File: src/rtl/reg_file_sb_if.sv
// rtl/reg_file_sb_if.sv - register file read/write/issue bus with scoreboard status
interface reg_file_sb_if #(
  parameter int XLEN = 32,
  parameter int AW   = 5
);
  logic [AW-1:0]   rs1_addr;
  logic [AW-1:0]   rs2_addr;
  logic [XLEN-1:0] rs1_data;
  logic [XLEN-1:0] rs2_data;
  logic            we;
  logic [AW-1:0]   rd_addr;
  logic [XLEN-1:0] rd_data;
  logic            issue_valid;
  logic [AW-1:0]   issue_rd;
  logic            rs1_busy;
  logic            rs2_busy;
  logic            stall;
  logic [AW:0]     pending_cnt;

  modport master (
    output rs1_addr, rs2_addr, we, rd_addr, rd_data, issue_valid, issue_rd,
    input  rs1_data, rs2_data, rs1_busy, rs2_busy, stall, pending_cnt
  );

  modport slave (
    input  rs1_addr, rs2_addr, we, rd_addr, rd_data, issue_valid, issue_rd,
    output rs1_data, rs2_data, rs1_busy, rs2_busy, stall, pending_cnt
  );
endinterface

File: src/rtl/reg_file_sb.sv
// rtl/reg_file_sb.sv - RV32I register file with pending-write scoreboard
module reg_file_sb #(
  parameter int              XLEN      = 32,
  parameter int              NREGS     = 32,
  parameter logic [XLEN-1:0] RESET_VAL = '0,
  parameter int              BYPASS    = 1
) (
  input  logic          clk,
  input  logic          rst,
  reg_file_sb_if.slave  bus
);
  localparam int AW = $clog2(NREGS);

  logic [XLEN-1:0]  r_regs [NREGS];
  logic [NREGS-1:0] r_pending;
  logic [AW:0]      r_cnt;

  logic             w_wr_ok;
  logic             w_issue_ok;
  logic             w_byp1;
  logic             w_byp2;
  logic             w_inc;
  logic             w_dec;
  logic [NREGS-1:0] w_pend_nxt;

  // Qualify the write and issue requests; x0 is never a real destination.
  always_comb begin
    w_wr_ok    = bus.we && (bus.rd_addr != '0);
    w_issue_ok = bus.issue_valid && (bus.issue_rd != '0);
    // Forwarding is suppressed in reset so reads show the reset image only.
    w_byp1     = (BYPASS != 0) && !rst && w_wr_ok && (bus.rd_addr == bus.rs1_addr);
    w_byp2     = (BYPASS != 0) && !rst && w_wr_ok && (bus.rd_addr == bus.rs2_addr);
  end

  // Combinational read ports with optional write-back forwarding.
  always_comb begin
    bus.rs1_data = '0;
    bus.rs2_data = '0;
    if (bus.rs1_addr != '0) bus.rs1_data = w_byp1 ? bus.rd_data : r_regs[bus.rs1_addr];
    if (bus.rs2_addr != '0) bus.rs2_data = w_byp2 ? bus.rd_data : r_regs[bus.rs2_addr];
  end

  // Busy flags: a forwarded write-back this cycle already satisfies the operand.
  always_comb begin
    bus.rs1_busy    = r_pending[bus.rs1_addr] && !w_byp1;
    bus.rs2_busy    = r_pending[bus.rs2_addr] && !w_byp2;
    bus.stall       = bus.rs1_busy || bus.rs2_busy;
    bus.pending_cnt = r_cnt;
  end

  // Next scoreboard image: clear on write-back first, then a new issue sets (set wins).
  always_comb begin
    w_pend_nxt = r_pending;
    if (bus.we) w_pend_nxt[bus.rd_addr] = 1'b0;
    if (w_issue_ok) w_pend_nxt[bus.issue_rd] = 1'b1;
    w_pend_nxt[0] = 1'b0;
    // Count only bits that actually change state so the counter tracks popcount.
    w_inc = w_issue_ok && !r_pending[bus.issue_rd];
    w_dec = bus.we && r_pending[bus.rd_addr] && !w_pend_nxt[bus.rd_addr];
  end

  // Architectural register storage; x0 is held at zero and never written.
  always_ff @(posedge clk or posedge rst) begin
    if (rst) begin
      for (int i = 0; i < NREGS; i++) r_regs[i] <= (i == 0) ? '0 : RESET_VAL;
    end else if (w_wr_ok) begin
      r_regs[bus.rd_addr] <= bus.rd_data;
    end
  end

  // Scoreboard bits and their population counter.
  always_ff @(posedge clk or posedge rst) begin
    if (rst) begin
      r_pending <= '0;
      r_cnt     <= '0;
    end else begin
      r_pending <= w_pend_nxt;
      r_cnt     <= r_cnt + (AW+1)'(w_inc) - (AW+1)'(w_dec);
    end
  end
endmodule

File: src/flat_wrapper.sv
// flat-port wrapper written by rule: the top's interface ports become plain ports
module reg_file_sb_flat 
#(
  parameter int              XLEN      = 32,
  parameter int              NREGS     = 32,
  parameter logic [XLEN-1:0] RESET_VAL = '0,
  parameter int              BYPASS    = 1
)
  (clk, rst, bus_rs1_addr, bus_rs2_addr, bus_we, bus_rd_addr, bus_rd_data, bus_issue_valid, bus_issue_rd, bus_rs1_data, bus_rs2_data, bus_rs1_busy, bus_rs2_busy, bus_stall, bus_pending_cnt);
  reg_file_sb_if #(.XLEN(XLEN), .AW(5)) bus_i ();
  input  logic clk;
  input  logic rst;
  input wire logic [$bits(bus_i.rs1_addr)-1:0] bus_rs1_addr;
  input wire logic [$bits(bus_i.rs2_addr)-1:0] bus_rs2_addr;
  input wire logic [$bits(bus_i.we)-1:0] bus_we;
  input wire logic [$bits(bus_i.rd_addr)-1:0] bus_rd_addr;
  input wire logic [$bits(bus_i.rd_data)-1:0] bus_rd_data;
  input wire logic [$bits(bus_i.issue_valid)-1:0] bus_issue_valid;
  input wire logic [$bits(bus_i.issue_rd)-1:0] bus_issue_rd;
  output wire logic [$bits(bus_i.rs1_data)-1:0] bus_rs1_data;
  output wire logic [$bits(bus_i.rs2_data)-1:0] bus_rs2_data;
  output wire logic [$bits(bus_i.rs1_busy)-1:0] bus_rs1_busy;
  output wire logic [$bits(bus_i.rs2_busy)-1:0] bus_rs2_busy;
  output wire logic [$bits(bus_i.stall)-1:0] bus_stall;
  output wire logic [$bits(bus_i.pending_cnt)-1:0] bus_pending_cnt;
  assign bus_i.rs1_addr = bus_rs1_addr;
  assign bus_i.rs2_addr = bus_rs2_addr;
  assign bus_i.we = bus_we;
  assign bus_i.rd_addr = bus_rd_addr;
  assign bus_i.rd_data = bus_rd_data;
  assign bus_i.issue_valid = bus_issue_valid;
  assign bus_i.issue_rd = bus_issue_rd;
  assign bus_rs1_data = bus_i.rs1_data;
  assign bus_rs2_data = bus_i.rs2_data;
  assign bus_rs1_busy = bus_i.rs1_busy;
  assign bus_rs2_busy = bus_i.rs2_busy;
  assign bus_stall = bus_i.stall;
  assign bus_pending_cnt = bus_i.pending_cnt;
  reg_file_sb #(.XLEN(XLEN), .NREGS(NREGS), .RESET_VAL(RESET_VAL), .BYPASS(BYPASS)) u_core (.clk(clk), .rst(rst), .bus(bus_i));
endmodule
File: config.mk
export PLATFORM = sky130hd
export DESIGN_NAME = reg_file_sb_flat
export DESIGN_NICKNAME = d
export VERILOG_FILES = /design/src/rtl/reg_file_sb_if.sv /design/src/rtl/reg_file_sb.sv /design/src/flat_wrapper.sv
export SDC_FILE = /design/constraint.sdc
export NUM_CORES = 2
export LEC_CHECK = 0
export ABC_AREA = 0
export CAP_MARGIN = 20
export CORE_UTILIZATION = 63
export DETAILED_ROUTE_END_ITERATION = 16
export PLACE_DENSITY = 0.85
export SETUP_SLACK_MARGIN = 0.1
export SLEW_MARGIN = 20
export SYNTH_ARGS = -nofsm -noshare
export SYNTH_HDL_FRONTEND = slang
export SYNTH_SLANG_ARGS = --single-unit
File: constraint.sdc
create_clock -name clk -period 39.6 [get_ports clk]
set_input_delay 3.96 -clock clk [delete_from_list [all_inputs] [get_ports clk]]
set_output_delay 3.96 -clock clk [all_outputs]
set_load 0.03 [all_outputs]
* Word level (Yosys, flattened, before mapping)
Index checks and enable logic that the tools add are counted.
Operators by class: add/subtract/negate cells 2, magnitude comparators 10, equal/unequal tests 2, multiplexer cells 29, bitwise logic cells 6, reductions and logical operators 23
Operators with widths (count):
- 1024-bit bitwise mux | 1
- 32-bit 2-to-1 mux | 11
- 32-bit binary-select mux with 5-bit select | 2
- 32-bit demux with 5-bit select | 1
- 32-bit AND | 1
- 32-bit NOT | 1
- 32-bit bitwise OR | 1
- 1-bit binary-select mux with 5-bit select | 5
- 5-bit by 6-bit < comparator with 1-bit output (second input constant) | 4
- 5-bit nonzero test | 4
- 6-bit greater-or-equal comparator (second input constant) | 3
- 5-bit NOT with 6-bit output | 3
- 1-bit logical AND | 13
- 1-bit demux with 5-bit select | 2
- 5-bit == test | 2
- 5-bit by 1-bit greater-or-equal comparator with 1-bit output (second input constant) | 2
- 1-bit 2-to-1 mux | 7
- 6-bit by 1-bit adder with 6-bit output | 1
- 6-bit by 1-bit < comparator with 1-bit output (second input constant) | 1
- 6-bit by 1-bit subtractor with 6-bit output | 1
- 1-bit zero test | 5
- 1-bit logical OR | 1
Word-level totals: register bits 1061, bits of input ports 56, output and inout bits 73, word-level logic and storage cells 106

* Depth between registers and ports, before layout
word-level depth 14, gate-level depth with buffers 18, gate-level depth less buffers 15

* Least setup slack after synthesis
OpenSTA, ideal clock, no wires.
kind in2out, start point input rst, end point output bus_rs2_data[10], arrival time 30.834 ns, data required time 35.640 ns, setup slack 4.806 ns, cell stages on the path 8, path buffers 2, path through inv_1 -> o211ai_2 -> nor4_4 -> nor2b_1 -> clkbuf_1 -> buf_2 -> a22oi_1 -> nand2_1
On the way: word-level cells in the longest chain between the ends 5
RTL lines:
- start, declared | line flat_wrapper.sv:12 | input logic rst;
- 1-bit zero test | line reg_file_sb.sv:32 | w_byp2 = (BYPASS != 0) && !rst && w_wr_ok && (bus.rd_addr == bus.rs2_addr);
- 1-bit logical AND (2 in a row) | line reg_file_sb.sv:32
- 32-bit 2-to-1 mux (2 in a row) | line reg_file_sb.sv:40 | if (bus.rs2_addr != '0) bus.rs2_data = w_byp2 ? bus.rd_data : r_regs[bus.rs2_addr];
- end, declared | line flat_wrapper.sv:21 | output wire logic [$bits(bus_i.rs2_data)-1:0] bus_rs2_data;
No other way between the ends.

* Worst setup path after layout
start point input bus_rs2_addr[0], end point output bus_rs2_data[7]
On the way: word-level cells in the longest chain between the ends 6, elaborated cells on any way between the ends 9, those cells by class 1 x eq/ne; 5 x mux; 1 x bitwise; 2 x reduce/logical
RTL lines:
- start, declared | line flat_wrapper.sv:14 | input wire logic [$bits(bus_i.rs2_addr)-1:0] bus_rs2_addr;
- 5-bit NOT with 6-bit output (not written as such) | line reg_file_sb.sv:40
- 32-bit binary-select mux with 5-bit select | line reg_file_sb.sv:40
- 32-bit 2-to-1 mux (not written as such) (2 in a row) | line reg_file_sb.sv:40
- 32-bit 2-to-1 mux | line reg_file_sb.sv:40
- 32-bit 2-to-1 mux (*) | line reg_file_sb.sv:40
Mark *: on every way between the ends. The rest lies on a longest branch, timed or not. The select of a mux whose other input is x is not followed.

==> impl_metrics.tcl <==
set metrics [dict create \
    status "completed" \
    ys.warnings.count 0 \
    clk_latency_ns 0.70 \
    initial_core_util_pct 63.9 \
    synth-simple-area-share_pct 2.42 \
    max_cap_viol_count 0 \
    endpoint_kind "output pin" \
    postSynth.asyncResetShare_pct 100 \
    skew_ns 0.00433 \
    layout_commonest_cell "dfrtp_1" \
    hold_end "u_core.r_regs[1020]" \
    rr_startpoint "u_core.r_pending[5]" \
    core_area_um2 90300 \
    wl_per_cell_um 33.3 \
    grt_antenna_before_repair 3 \
    syn_inst 3643 \
    cts_inserted_buffers 106 \
    synth_top_family_by_area "multiplexers" \
    hp-class "reg2reg" \
    drtIter0Drc 4070 \
    grt_pass1_wl_mm 243 \
    power_uw 3320 \
    cts.clk_slew.worst_paths_ns 0.06 \
    crit_path_start_kind "primary input" \
    clock_path_buffers 3 \
    final_max_slew_viol_count 0 \
    syn2layout_area_growth_pct 9.47 \
    synth_cell_types 62 \
    fp.dieW_um 305 \
    setup_tns_ns 0 \
    dp_hpwl_mm 83.3 \
    worstMarginPinSlew_ns 1.13 \
    wl_met2_mm 77.2 \
    synth_enable_flop_cells 0 \
    hold_viol 0 \
    ys.flop_type "dfrtp_1" \
    clockRootBuffer "clkbuf_16" \
    overflow 0 \
    hold_depth 0 \
    cpPeakStageDelay_ns 0.80 \
    grt_max_degree 173 \
    top_layer "met5" \
    cts_tree "built" \
    cp_max_fo 74 \
    cp.arrival_ns 8.41 \
    max_slew_margin_pct 24.9 \
    rows 110 \
    rrSetupSlack_ns 36.15 \
    ff2ff_path_depth 15 \
    rr_endpoint "u_core.bus.pending_cnt[4]" \
    crit_slowest_cell "buf_4" \
    syn_avg_cell_area_um2 15.8 \
    min_from "u_core.r_regs[1020]" \
    grt_util_all_layers_pct 35.3 \
    totalWireLength_mm 159 \
    gp_congestion 0.899 \
    post-route-min-period_ns 12.37 \
    ys_ff_latch 1061 \
    cts_resized 0 \
    cts.sinks 1061 \
    period_share_pct 31.2 \
    synth.area.mux_share_pct 45.7 \
    layout.cells.most_common_list "dfrtp_1, mux2_2, mux4_2" \
    vdd_drop_max_mv 0.0395 \
    synth_xor_xnor_area_share_pct 0.243 \
    postRouteAntennaNets 0 \
    synth_fp_nets 3706 \
    path_buf_inv 4 \
    p_leak_uw 0.0270 \
    via_per_inst 7.49 \
    cts_hold_buf 0 \
    final_nets 3583 \
    postCtsSetupBuffers 0 \
    synth_area_um2 57600 \
    fillCellCount 5553 \
    drc 0 \
    dr_wl_met3_mm 15.3 \
    crit_family "buffers and inverters" \
    cts-htree-levels 3 \
    port_buffers 128 \
    critPathKind "in2out" \
    synth_adder_area_share_pct 0.165 \
    path_cells "buf_8, buf_4, buf_4, mux4_2, mux4_2, a22oi_1, nand2_1, clkdlybuf4s50_1" \
    ioPinCount 129 \
    grt_pass1_vias 37200 \
    drt-pass1-iter-count 8 \
    rsz0062_at_grt "false" \
    finalSetupViolCount 0 \
    required_ns 35.64 \
    powerDensity_nw_per_um2 52.6 \
    die_h_um 305 \
    wl_met1_mm 59.1 \
    vias 35900 \
    fmax_ghz 0.0808 \
    dieArea_um2 92700 \
    synth_compound_area_share_pct 1.96 \
    yosysSeqAreaShare_pct 46.1 \
    drive_gt1_share_pct 51.1 \
]
[area by class of cell]
class                      instances  area, um^2  area share, %
multi-input combinational       2135       29400           46.5
sequential                      1061       26600           42.1
clock buffer                     152        3130           4.95
timing repair buffer             198        1820           2.88
tap                             1176        1470           2.33
clock inverter                    48         698           1.11
inverter                          18        75.1          0.119
antenna                            1        2.50        0.00397
[stage by stage]
step                utilization (%)  worst slack, ns  hold WS (ns)  std cells  area [um^2]
floorplan                         -             4.81         0.441       3643        57600
global placement               65.7            27.19         0.377       4588        59300
detailed placement             65.7            27.15         0.383       4588        59300
CTS                            70.0            27.15         0.397       4788        63200
global route                   69.9            26.97         0.404       4789        63100
finish                         69.9            27.23         0.393       4789        63100
[worst register-to-register path: stages (launching register included)]
cell	delay, ns
dfrtp_1	0.43
mux2i_1	0.14
mux4_2	0.53
o211ai_1	0.20
a211o_1	0.15
nand4_1	0.11
nor3_1	0.41
ha_1	0.31
inv_1	0.05
ha_1	0.15
inv_1	0.06
fa_1	0.43
inv_1	0.07
a21o_1	0.12
a21oi_1	0.07
xnor2_1	0.12
[per-layer routing]
metal	global-route usage (%)	vias to the layer above
met5	0	-
met4	15.8	4
met3	8.09	493
met2	55.1	2118
met1	47.9	19300
li1	-	13900
[kinds of logic after synthesis]
family	after synthesis
AO/OA/AOI/OAI	155
XOR/XNOR	16
adder cells (fa/ha/maj)	7
buffers and inverters	447
flip-flops	1061
multiplexers	1677
AND/OR/NAND/NOR	280
[cells in the mapped netlist, drive strengths merged (11+ instances only)]
master / instances / area share [%]
xnor2: 12 / 0.18
inv: 18 / 0.12
nand2: 155 / 1.0
nor2: 24 / 0.16
o21ai: 19 / 0.16
mux4: 665 / 26
mux2i: 14 / 0.24
nand2b: 37 / 0.40
a22oi: 66 / 0.86
a221oi: 11 / 0.17
clkbuf: 218 / 1.4
a21oi: 15 / 0.13
a22o: 11 / 0.17
dfrtp: 1061 / 46
mux2: 998 / 19
buf: 211 / 1.9
[flip-flops by register name, summed over array words and instances, names as in the netlist]
name,flops
u_core.bus.pending_cnt,6
u_core.r_regs,1024
u_core.r_pending,31
[report_power, final]
group	switching [uW]	internal, uW	total (uW)	leakage, uW
Combinational	309	455	764	0.0116
Sequential	164	1290	1460	0.0136
Clock	451	643	1090	0.00188
[how the worst max path moves through the flow]
stage | startpoint | endpoint | cells after the start
after floorplan | rst | bus_rs2_data[10] | 8
after global routing | bus_rs2_addr[0] | bus_rs2_data[13] | 8
after CTS | bus_rs2_addr[0] | bus_rs2_data[7] | 8
after detailed placement | bus_rs2_addr[0] | bus_rs2_data[7] | 8
after global placement | bus_rs2_addr[0] | bus_rs2_data[7] | 8
final | bus_rs2_addr[0] | bus_rs2_data[7] | 8
No activity file was read; power rests on OpenSTA's default activity.
